--- src/rtl/interrupt_dispatch_if.sv ---
// Signal bundle between the interrupt dispatcher and the CPU core / IRQ sources.
// Member names match the dispatcher's historical port names.
interface interrupt_dispatch_if;
  logic        I_MCYCLE_EN;
  logic [4:0]  I_IRQ;
  logic [15:0] I_CPU_ADDR;
  logic [7:0]  I_CPU_DATA;
  logic        I_MEM_WE_L;
  logic        I_BOUNDARY;
  logic        I_EI;
  logic        I_DI;
  logic        I_RETI;

  logic [7:0]  O_IF;
  logic [7:0]  O_IE;
  logic        O_IME;
  logic        O_WAKE;
  logic        O_CPU_HOLD;
  logic        O_SP_DEC;
  logic        O_PUSH_HI;
  logic        O_PUSH_LO;
  logic        O_LOAD_PC;
  logic [15:0] O_VECTOR;
  logic [4:0]  O_ACK;

  // Dispatcher side
  modport slave (
    input  I_MCYCLE_EN, I_IRQ, I_CPU_ADDR, I_CPU_DATA, I_MEM_WE_L,
           I_BOUNDARY, I_EI, I_DI, I_RETI,
    output O_IF, O_IE, O_IME, O_WAKE, O_CPU_HOLD, O_SP_DEC, O_PUSH_HI,
           O_PUSH_LO, O_LOAD_PC, O_VECTOR, O_ACK
  );

  // CPU core / request source side
  modport master (
    output I_MCYCLE_EN, I_IRQ, I_CPU_ADDR, I_CPU_DATA, I_MEM_WE_L,
           I_BOUNDARY, I_EI, I_DI, I_RETI,
    input  O_IF, O_IE, O_IME, O_WAKE, O_CPU_HOLD, O_SP_DEC, O_PUSH_HI,
           O_PUSH_LO, O_LOAD_PC, O_VECTOR, O_ACK
  );
endinterface

--- src/rtl/interrupt_dispatch.sv ---
// GBC interrupt controller: owns IF/IE/IME, arbitrates pending requests
// (lowest bit first) and sequences the 5-M-cycle dispatch
// WAIT -> SPDEC -> PUSHHI -> PUSHLO -> JUMP with registered datapath strobes.
module interrupt_dispatch #(
  parameter logic [15:0] VECTOR_BASE   = 16'h0040,
  parameter int unsigned VECTOR_STRIDE = 8,
  parameter logic [15:0] IF_ADDR       = 16'hFF0F,
  parameter logic [15:0] IE_ADDR       = 16'hFFFF
) (
  input  logic I_CLOCK,
  input  logic I_RESET,
  interrupt_dispatch_if.slave bus
);

  typedef enum logic [2:0] {
    S_IDLE,
    S_WAIT,
    S_SPDEC,
    S_PUSHHI,
    S_PUSHLO,
    S_JUMP
  } state_t;

  state_t      state_q, state_d;
  logic [4:0]  if_q, if_d;
  logic [7:0]  ie_q, ie_d;
  logic        ime_q, ime_d;
  logic        ei_pending_q, ei_pending_d;
  logic [15:0] vector_q, vector_d;
  logic        sp_dec_q, sp_dec_d;
  logic        push_hi_q, push_hi_d;
  logic        push_lo_q, push_lo_d;
  logic        load_pc_q, load_pc_d;
  logic        hold_q, hold_d;
  logic [4:0]  ack_q, ack_d;

  logic        wr_if, wr_ie;
  logic [4:0]  pending_now;
  logic [4:0]  pending_sel;
  logic        accept;
  logic        select;
  logic [2:0]  sel_idx;
  logic [4:0]  clr_mask;

  // Lowest set bit wins; scanning from the top lets the lowest overwrite.
  function automatic logic [2:0] lowest_idx(input logic [4:0] p);
    logic [2:0] r;
    r = '0;
    for (int unsigned i = 5; i > 0; i--) begin
      if (p[i-1]) r = 3'(i - 1);
    end
    return r;
  endfunction

  // Next-state computation for registers, IME sequencing and the dispatch FSM.
  always_comb begin
    wr_if = !bus.I_MEM_WE_L && (bus.I_CPU_ADDR == IF_ADDR);
    wr_ie = !bus.I_MEM_WE_L && (bus.I_CPU_ADDR == IE_ADDR);

    ie_d = wr_ie ? bus.I_CPU_DATA : ie_q;

    pending_now = if_q & ie_q[4:0];
    // Vector selection sees an IE write landing in the same clock, so a
    // high-byte push onto IE_ADDR can cancel the dispatch.
    pending_sel = if_q & ie_d[4:0];
    sel_idx     = lowest_idx(pending_sel);

    accept = (state_q == S_IDLE) && bus.I_MCYCLE_EN && bus.I_BOUNDARY &&
             ime_q && (|pending_now);
    select = (state_q == S_PUSHHI) && bus.I_MCYCLE_EN;

    // Vector / acknowledge
    clr_mask = '0;
    ack_d    = '0;
    vector_d = vector_q;
    if (select) begin
      if (|pending_sel) begin
        clr_mask = 5'(5'd1 << sel_idx);
        ack_d    = clr_mask;
        vector_d = VECTOR_BASE + 16'(VECTOR_STRIDE * 32'(sel_idx));
      end else begin
        vector_d = '0;
      end
    end

    // IF: write, then dispatch clear, then new requests (set wins)
    if_d = ((wr_if ? bus.I_CPU_DATA[4:0] : if_q) & ~clr_mask) | bus.I_IRQ;

    // IME / delayed EI
    ime_d        = ime_q;
    ei_pending_d = ei_pending_q;
    if (ei_pending_q && bus.I_MCYCLE_EN && bus.I_BOUNDARY) begin
      ime_d        = 1'b1;
      ei_pending_d = 1'b0;
    end
    if ((state_q == S_IDLE) && bus.I_RETI) ime_d = 1'b1;
    if ((state_q == S_IDLE) && bus.I_EI)   ei_pending_d = 1'b1;
    if (bus.I_DI) begin
      ime_d        = 1'b0;
      ei_pending_d = 1'b0;
    end
    if (accept) ime_d = 1'b0;

    // Dispatch sequence
    state_d = state_q;
    if (bus.I_MCYCLE_EN) begin
      unique case (state_q)
        S_IDLE:   if (accept) state_d = S_WAIT;
        S_WAIT:   state_d = S_SPDEC;
        S_SPDEC:  state_d = S_PUSHHI;
        S_PUSHHI: state_d = S_PUSHLO;
        S_PUSHLO: state_d = S_JUMP;
        S_JUMP:   state_d = S_IDLE;
        default:  state_d = S_IDLE;
      endcase
    end

    // Strobes are registered decodes of the state being entered
    sp_dec_d  = (state_d == S_SPDEC);
    push_hi_d = (state_d == S_PUSHHI);
    push_lo_d = (state_d == S_PUSHLO);
    load_pc_d = (state_d == S_JUMP);
    hold_d    = (state_d != S_IDLE);
  end

  // State and registered outputs; asynchronous reset returns everything to idle.
  always_ff @(posedge I_CLOCK or posedge I_RESET) begin
    if (I_RESET) begin
      state_q      <= S_IDLE;
      if_q         <= '0;
      ie_q         <= '0;
      ime_q        <= 1'b0;
      ei_pending_q <= 1'b0;
      vector_q     <= '0;
      sp_dec_q     <= 1'b0;
      push_hi_q    <= 1'b0;
      push_lo_q    <= 1'b0;
      load_pc_q    <= 1'b0;
      hold_q       <= 1'b0;
      ack_q        <= '0;
    end else begin
      state_q      <= state_d;
      if_q         <= if_d;
      ie_q         <= ie_d;
      ime_q        <= ime_d;
      ei_pending_q <= ei_pending_d;
      vector_q     <= vector_d;
      sp_dec_q     <= sp_dec_d;
      push_hi_q    <= push_hi_d;
      push_lo_q    <= push_lo_d;
      load_pc_q    <= load_pc_d;
      hold_q       <= hold_d;
      ack_q        <= ack_d;
    end
  end

  assign bus.O_IF       = {3'b111, if_q};
  assign bus.O_IE       = ie_q;
  assign bus.O_IME      = ime_q;
  assign bus.O_WAKE     = |(if_q & ie_q[4:0]);
  assign bus.O_CPU_HOLD = hold_q;
  assign bus.O_SP_DEC   = sp_dec_q;
  assign bus.O_PUSH_HI  = push_hi_q;
  assign bus.O_PUSH_LO  = push_lo_q;
  assign bus.O_LOAD_PC  = load_pc_q;
  assign bus.O_VECTOR   = vector_q;
  assign bus.O_ACK      = ack_q;

endmodule
--- src/flat_wrapper.sv ---
// flat-port wrapper written by rule: the top's interface ports become plain ports
module interrupt_dispatch_flat 
#(
  parameter logic [15:0] VECTOR_BASE   = 16'h0040,
  parameter int unsigned VECTOR_STRIDE = 8,
  parameter logic [15:0] IF_ADDR       = 16'hFF0F,
  parameter logic [15:0] IE_ADDR       = 16'hFFFF
)
  (I_CLOCK, I_RESET, bus_I_MCYCLE_EN, bus_I_IRQ, bus_I_CPU_ADDR, bus_I_CPU_DATA, bus_I_MEM_WE_L, bus_I_BOUNDARY, bus_I_EI, bus_I_DI, bus_I_RETI, bus_O_IF, bus_O_IE, bus_O_IME, bus_O_WAKE, bus_O_CPU_HOLD, bus_O_SP_DEC, bus_O_PUSH_HI, bus_O_PUSH_LO, bus_O_LOAD_PC, bus_O_VECTOR, bus_O_ACK);
  interrupt_dispatch_if bus_i ();
  input  logic I_CLOCK;
  input  logic I_RESET;
  input wire logic [$bits(bus_i.I_MCYCLE_EN)-1:0] bus_I_MCYCLE_EN;
  input wire logic [$bits(bus_i.I_IRQ)-1:0] bus_I_IRQ;
  input wire logic [$bits(bus_i.I_CPU_ADDR)-1:0] bus_I_CPU_ADDR;
  input wire logic [$bits(bus_i.I_CPU_DATA)-1:0] bus_I_CPU_DATA;
  input wire logic [$bits(bus_i.I_MEM_WE_L)-1:0] bus_I_MEM_WE_L;
  input wire logic [$bits(bus_i.I_BOUNDARY)-1:0] bus_I_BOUNDARY;
  input wire logic [$bits(bus_i.I_EI)-1:0] bus_I_EI;
  input wire logic [$bits(bus_i.I_DI)-1:0] bus_I_DI;
  input wire logic [$bits(bus_i.I_RETI)-1:0] bus_I_RETI;
  output wire logic [$bits(bus_i.O_IF)-1:0] bus_O_IF;
  output wire logic [$bits(bus_i.O_IE)-1:0] bus_O_IE;
  output wire logic [$bits(bus_i.O_IME)-1:0] bus_O_IME;
  output wire logic [$bits(bus_i.O_WAKE)-1:0] bus_O_WAKE;
  output wire logic [$bits(bus_i.O_CPU_HOLD)-1:0] bus_O_CPU_HOLD;
  output wire logic [$bits(bus_i.O_SP_DEC)-1:0] bus_O_SP_DEC;
  output wire logic [$bits(bus_i.O_PUSH_HI)-1:0] bus_O_PUSH_HI;
  output wire logic [$bits(bus_i.O_PUSH_LO)-1:0] bus_O_PUSH_LO;
  output wire logic [$bits(bus_i.O_LOAD_PC)-1:0] bus_O_LOAD_PC;
  output wire logic [$bits(bus_i.O_VECTOR)-1:0] bus_O_VECTOR;
  output wire logic [$bits(bus_i.O_ACK)-1:0] bus_O_ACK;
  assign bus_i.I_MCYCLE_EN = bus_I_MCYCLE_EN;
  assign bus_i.I_IRQ = bus_I_IRQ;
  assign bus_i.I_CPU_ADDR = bus_I_CPU_ADDR;
  assign bus_i.I_CPU_DATA = bus_I_CPU_DATA;
  assign bus_i.I_MEM_WE_L = bus_I_MEM_WE_L;
  assign bus_i.I_BOUNDARY = bus_I_BOUNDARY;
  assign bus_i.I_EI = bus_I_EI;
  assign bus_i.I_DI = bus_I_DI;
  assign bus_i.I_RETI = bus_I_RETI;
  assign bus_O_IF = bus_i.O_IF;
  assign bus_O_IE = bus_i.O_IE;
  assign bus_O_IME = bus_i.O_IME;
  assign bus_O_WAKE = bus_i.O_WAKE;
  assign bus_O_CPU_HOLD = bus_i.O_CPU_HOLD;
  assign bus_O_SP_DEC = bus_i.O_SP_DEC;
  assign bus_O_PUSH_HI = bus_i.O_PUSH_HI;
  assign bus_O_PUSH_LO = bus_i.O_PUSH_LO;
  assign bus_O_LOAD_PC = bus_i.O_LOAD_PC;
  assign bus_O_VECTOR = bus_i.O_VECTOR;
  assign bus_O_ACK = bus_i.O_ACK;
  interrupt_dispatch #(.VECTOR_BASE(VECTOR_BASE), .VECTOR_STRIDE(VECTOR_STRIDE), .IF_ADDR(IF_ADDR), .IE_ADDR(IE_ADDR)) u_core (.I_CLOCK(I_CLOCK), .I_RESET(I_RESET), .bus(bus_i));
endmodule
--- config.mk ---
export PLATFORM = sky130hd
export DESIGN_NAME = interrupt_dispatch_flat
export DESIGN_NICKNAME = d
export VERILOG_FILES = /design/src/rtl/interrupt_dispatch_if.sv /design/src/rtl/interrupt_dispatch.sv /design/src/flat_wrapper.sv
export SDC_FILE = /design/constraint.sdc
export NUM_CORES = 1
export LEC_CHECK = 0
export ABC_AREA = 1
export CORE_ASPECT_RATIO = 1.75
export CORE_MARGIN = 2
export CORE_UTILIZATION = 46
export CTS_BUF_LIST = sky130_fd_sc_hd__clkbuf_4
export CTS_CLUSTER_DIAMETER = 60
export DETAILED_ROUTE_END_ITERATION = 16
export PLACE_DENSITY = 0.88
export SKIP_CTS_REPAIR_TIMING = 1
export SYNTH_ARGS = -nofsm -noshare
export SYNTH_HDL_FRONTEND = slang
export SYNTH_SLANG_ARGS = --single-unit
--- constraint.sdc ---
create_clock -name I_CLOCK -period 4 [get_ports I_CLOCK]
set_clock_uncertainty 0.15 [all_clocks]
set_input_delay 0.4 -clock I_CLOCK [delete_from_list [all_inputs] [get_ports I_CLOCK]]
set_output_delay 0.4 -clock I_CLOCK [all_outputs]
set_load 0.02 [all_outputs]
# ---- After elaboration in Yosys (flattened, before gate mapping)
# Index checks and enable logic that the tools add are counted.
dict set report op_classes {
  add_sub_neg 1
  eq_ne 10
  shift 1
  mux 20
  bitwise_logic 5
  reduce_logical 18
}
# operator count
set op_table {}
lappend op_table {{16-bit equality test, second input constant} 2}
lappend op_table {{3-bit two-way mux} 7}
lappend op_table {{5-bit two-way mux} 4}
lappend op_table {{16-bit two-way mux} 1}
lappend op_table {{5-bit AND} 3}
lappend op_table {{3-bit one-hot mux with 5 select lines} 1}
lappend op_table {{3-bit by 2-bit equality test with 1-bit output, second input constant} 4}
lappend op_table {{1-bit logical AND} 11}
lappend op_table {{5-bit OR reduction} 2}
lappend op_table {{3-bit equality test, second input constant} 3}
lappend op_table {{7-bit by 6-bit adder with 8-bit output, first input constant} 1}
lappend op_table {{1-bit two-way mux} 7}
lappend op_table {{3-bit nonzero test} 2}
lappend op_table {{5-bit inverter} 1}
lappend op_table {{5-bit OR} 1}
lappend op_table {{1-bit by 3-bit left shift with 5-bit output, first input constant} 1}
lappend op_table {{4-bit nonzero test} 1}
lappend op_table {{3-bit by 1-bit equality test with 1-bit output, second input constant} 1}
lappend op_table {{3-bit logical NOT} 1}
lappend op_table {{1-bit logical NOT} 1}
dict set report word_totals {
  regBits 44
  inputBits 37
  output_inout_bits 44
}

# ---- Logic depth before layout (Yosys ltp)
dict set report depth {
  depth_word 15
  ltp_mapped 14
  depth_no_buf 14
}

# ---- Worst setup path after synthesis
# Ideal clock, no wire load.
dict set report synth_path {
  kind {input port to flip-flop}
  from {in bus_I_CPU_ADDR[9]}
  to {reg u_core.if_q[3]}
  setup_ns 0.116
  arrival_time_ns 1.351
  required_time_ns 3.734
  setup_slack_ns 2.383
  stages 13
  cell_sequence {nand2_1 > nor2_1 > nand2_2 > inv_2 > nand2_4 > nand2_2 > nand3_2 > nand2_2 > inv_1 > nor2_1 > nand2_1 > nand2_1 > nand2_1}
}
dict set report synth_between {
  elab_chain_len 15
}
# element line
set synth_rtl {}
lappend synth_rtl {{start, declared} flat_wrapper.sv:15} ;# input wire logic [$bits(bus_i.I_CPU_ADDR)-1:0] bus_I_CPU_ADDR;
lappend synth_rtl {{16-bit equality test} interrupt_dispatch.sv:58} ;# wr_ie = !bus.I_MEM_WE_L && (bus.I_CPU_ADDR == IE_ADDR);
lappend synth_rtl {{1-bit logical AND} interrupt_dispatch.sv:58}
lappend synth_rtl {{5-bit two-way mux} interrupt_dispatch.sv:60} ;# ie_d = wr_ie ? bus.I_CPU_DATA : ie_q;
lappend synth_rtl {{5-bit AND} interrupt_dispatch.sv:65} ;# pending_sel = if_q & ie_d[4:0];
lappend synth_rtl {{3-bit two-way mux (5 in series)} interrupt_dispatch.sv:50} ;# if (p[i-1]) r = 3'(i - 1);
lappend synth_rtl {{1-bit by 3-bit left shift with 5-bit output} interrupt_dispatch.sv:78} ;# clr_mask = 5'(5'd1 << sel_idx);
lappend synth_rtl {{5-bit two-way mux} interrupt_dispatch.sv:77} ;# if (|pending_sel) begin
lappend synth_rtl {{5-bit two-way mux} interrupt_dispatch.sv:76} ;# if (select) begin
lappend synth_rtl {{5-bit inverter} interrupt_dispatch.sv:87} ;# if_d = ((wr_if ? bus.I_CPU_DATA[4:0] : if_q) & ~clr_mask) | bus.I_IRQ;
lappend synth_rtl {{5-bit AND *} interrupt_dispatch.sv:87}
lappend synth_rtl {{5-bit OR *} interrupt_dispatch.sv:87}
lappend synth_rtl {{named net u_core.if_d[3]} interrupt_dispatch.sv:25} ;# logic [4:0] if_q, if_d;
lappend synth_rtl {{end signal, assigned} interrupt_dispatch.sv:143} ;# if_q <= if_d;
lappend synth_rtl {{end, declared} interrupt_dispatch.sv:25}
# The timed path passes the listed nets; every way through them passes the cells marked *.
# A chain may end at the register's enable or synchronous reset.

# ---- Worst setup path in the final report
dict set report layout_path {
  from {reg u_core.if_q[3]}
  to {out bus_O_WAKE}
}
dict set report layout_between {
  elab_chain_len 2
}
# element line
set layout_rtl {}
lappend layout_rtl {{5-bit AND} interrupt_dispatch.sv:160} ;# assign bus.O_WAKE = |(if_q & ie_q[4:0]);
lappend layout_rtl {{5-bit OR reduction} interrupt_dispatch.sv:160}
lappend layout_rtl {{end, declared} flat_wrapper.sv:25} ;# output wire logic [$bits(bus_i.O_WAKE)-1:0] bus_O_WAKE;
# Every way passes these cells.

==> impl_metrics.ini <==
[worst_setup_path]
r2r_start = u_core.state_q[2]
critical_path_class = flop to output pin
cp_slowest_cell = clkdlybuf4s50_1
reg2regPathDepth = 7
ff2ff_setup_slack_ns = 2.25
endpoint_kind = output pin
slowest_delay_ns = 0.55
cp-start-kind = flop
crit_fanout = 4
crit_required_ns = 3.45
path_cells = a22o_1 > inv_1 > nand3_1 > clkdlybuf4s50_1
critPathArrivalTime_ns = 1.75
r2r-end = u_core.bus.O_PUSH_LO

[cells_and_area]
drive_above_1_share = 0.117
diodes = 0
fin_nets = 318
fin_area_mm2 = 0.00246
n_fill_cell = 293
utilization = 0.684
area_growth_pct = 42.5

[pwr]
power.switching_uw = 310
p_comb_frac = 0.305
netSwitchingFraction = 0.330
leakage_nw = 1.28
p_int_uw = 630
vdd_drop_max_v = 0.000246
clockPowerShare = 0.264
powerDensity_mw_per_mm2 = 383
seqPwrFrac = 0.431

[clock_tree]
cts_sinks = 32
cts_buffer_depth = 2
path_clk_slew_ns = 0.10
cts-buffers-inserted = 5
cts_tree = built
cts-root-buf = clkbuf_4
cts_max_level = 2
clock_latency_ns = 0.34

[logic_synthesis]
ys_seq_elements = 32
ys_warn_count = 0
syn_inst = 210
netlist.area_leader.share = 0.464
synth_top_area_cell = dfrtp_1
synth_flop_cell = dfrtp_1
syn_avg_cell_area_um2 = 8.21
ys_seq_area_frac = 0.464
yosys-top-cells-count = nand2_1 (53), dfrtp_1 (32), inv_1 (31), buf_4 (15), nor2_1 (13)
synth_edf_count = 0
async_reset_ff_frac = 1.00
synth_most_common_cell = nand2_1
synth_cell_types = 34
ys_top_cells_by_area = dfrtp_1 (46%), nand2_1 (12%), inv_1 (6.7%)
syn_area_mm2 = 0.00172

[routing]
drt_first_pass_iters = 4
wl_um = 3920
antenna_left = 0
routedWlPerCell_um = 11.9
drc = 0
vias_per_cell = 4.72
vias = 1548
drt_iter0_markers = 34

[die]
rows = 29
die_h_um = 85.0
io-pin-count = 81
floorplan.die_area_mm2 = 0.00427
die_x_um = 50.3
start_util = 0.480
core_area_mm2 = 0.00359

[sta]
slew_violations = 0
min_period_ns = 2.30
fmaxAchievable_mhz = 435
fin_ws_ns = 1.70
hold_ws_ns = 0.272
finalSetupTns_ns = 0
fin_crit_sh = 0.574
rsz0062_at_grt = false
finalSetupViolations = 0
hold_viol_final = 0

[placement]
placed_area_mm2 = 0.00238
place_ws_ns = 1.69
hpwlAfterDp_um = 3200
port_buffers = 65
gp_congestion = 0.810

[global_route]
overflow = 0
grt_max_degree = 33
grt_pass1_vias = 1588
grt.total_usage = 0.206
grt_pass1_wl_um = 6540
antenna_found_initial = 0

[status]
status = complete, no violations

[run]
cap_viol_max_count = 0

[worst_hold_path]
hold_path_class = input port to async pin
## critical path, delay by kind of cell (launching register included)
kind | cells | cell delay, ns
buf+inv | 2 | 0.65
compound gates | 1 | 0.25
flops | 1 | 0.43
simple gates | 1 | 0.07
## state kept, by name (all words and copies together), names as in the netlist, 3 cells and up
| name | flops |
|---|---|
| u_core.if_q | 5 |
| u_core.bus.O_VECTOR | 4 |
| u_core.state_q | 3 |
| u_core.bus.O_IE | 8 |
| u_core.bus.O_ACK | 5 |
## power groups by stage
stage / clock (mW) / combinational [mW] / sequential [mW]
final: 0.248 / 0.287 / 0.405
after detailed placement: 0 / 0.290 / 0.412
after floorplan: 0 / 0.137 / 0.442
after global routing: 0.266 / 0.319 / 0.411
after global placement: 0 / 0.281 / 0.408
after CTS: 0.255 / 0.290 / 0.405
## layout by cell type (no fill, tap or decap), types with 2 or more instances in the layout
cell type,instances
dfrtp_1,32
clkbuf_4,5
o21bai_1,4
nor2_2,2
nand4_1,2
nor2_4,2
clkdlybuf4s50_1,65
o21ai_0,7
inv_1,31
nand3_1,11
a21oi_1,5
nor3_1,2
nand2_2,7
conb_1,15
nand3_2,4
nor2_1,13
nand2_1,53
## layout make-up
| cell class | instances | area [um^2] | share of cell area |
|---|---|---|---|
| Sequential cell | 32 | 801 | 0.326 |
| Multi-Input combinational cell | 144 | 739 | 0.301 |
| Timing Repair Buffer | 66 | 658 | 0.268 |
| Inverter | 32 | 120 | 0.0489 |
| Tap cell | 46 | 57.6 | 0.0234 |
| Clock inverter | 3 | 42.5 | 0.0173 |
| Clock buffer | 5 | 37.5 | 0.0153 |
## per-layer routing
layer | routed length [um] | vias to the layer above | global-route usage
met5 | 0 | - | 0
met3 | 229 | 9 | 0.0493
met1 | 1310 | 708 | 0.198
met2 | 2260 | 64 | 0.378
li1 | - | 767 | -
met4 | 114 | 0 | 0.126
## through the flow
step / power, mW / cells
global route: 0.995 / 328
CTS: 0.951 / 328
finish: 0.940 / 328
detailed placement: 0.702 / 320
floorplan: 0.579 / 223
global placement: 0.689 / 320
## logic make-up after synthesis
kind of cell    Yosys count  share of synthesized area
compound gates           24                     0.0914
buf+inv                  47                      0.135
flops                    32                      0.464
other cells               2                    0.00436
simple gates            105                      0.305
## how the worst max path moves through the flow
stage,startpoint,endpoint,slack [ns],depth (start not counted)
6_report,u_core.if_q[3],bus_O_WAKE,1.70,4
3_5_place_dp,bus_I_CPU_ADDR[8],u_core.if_q[4],1.69,12
4_1_cts,u_core.if_q[3],bus_O_WAKE,1.68,4
5_1_grt,u_core.if_q[3],bus_O_WAKE,1.59,4
3_3_place_gp,bus_I_CPU_ADDR[9],u_core.if_q[4],1.73,12
2_1_floorplan,bus_I_CPU_ADDR[9],u_core.if_q[3],2.38,13
No activity file was read; power rests on OpenSTA's default activity.
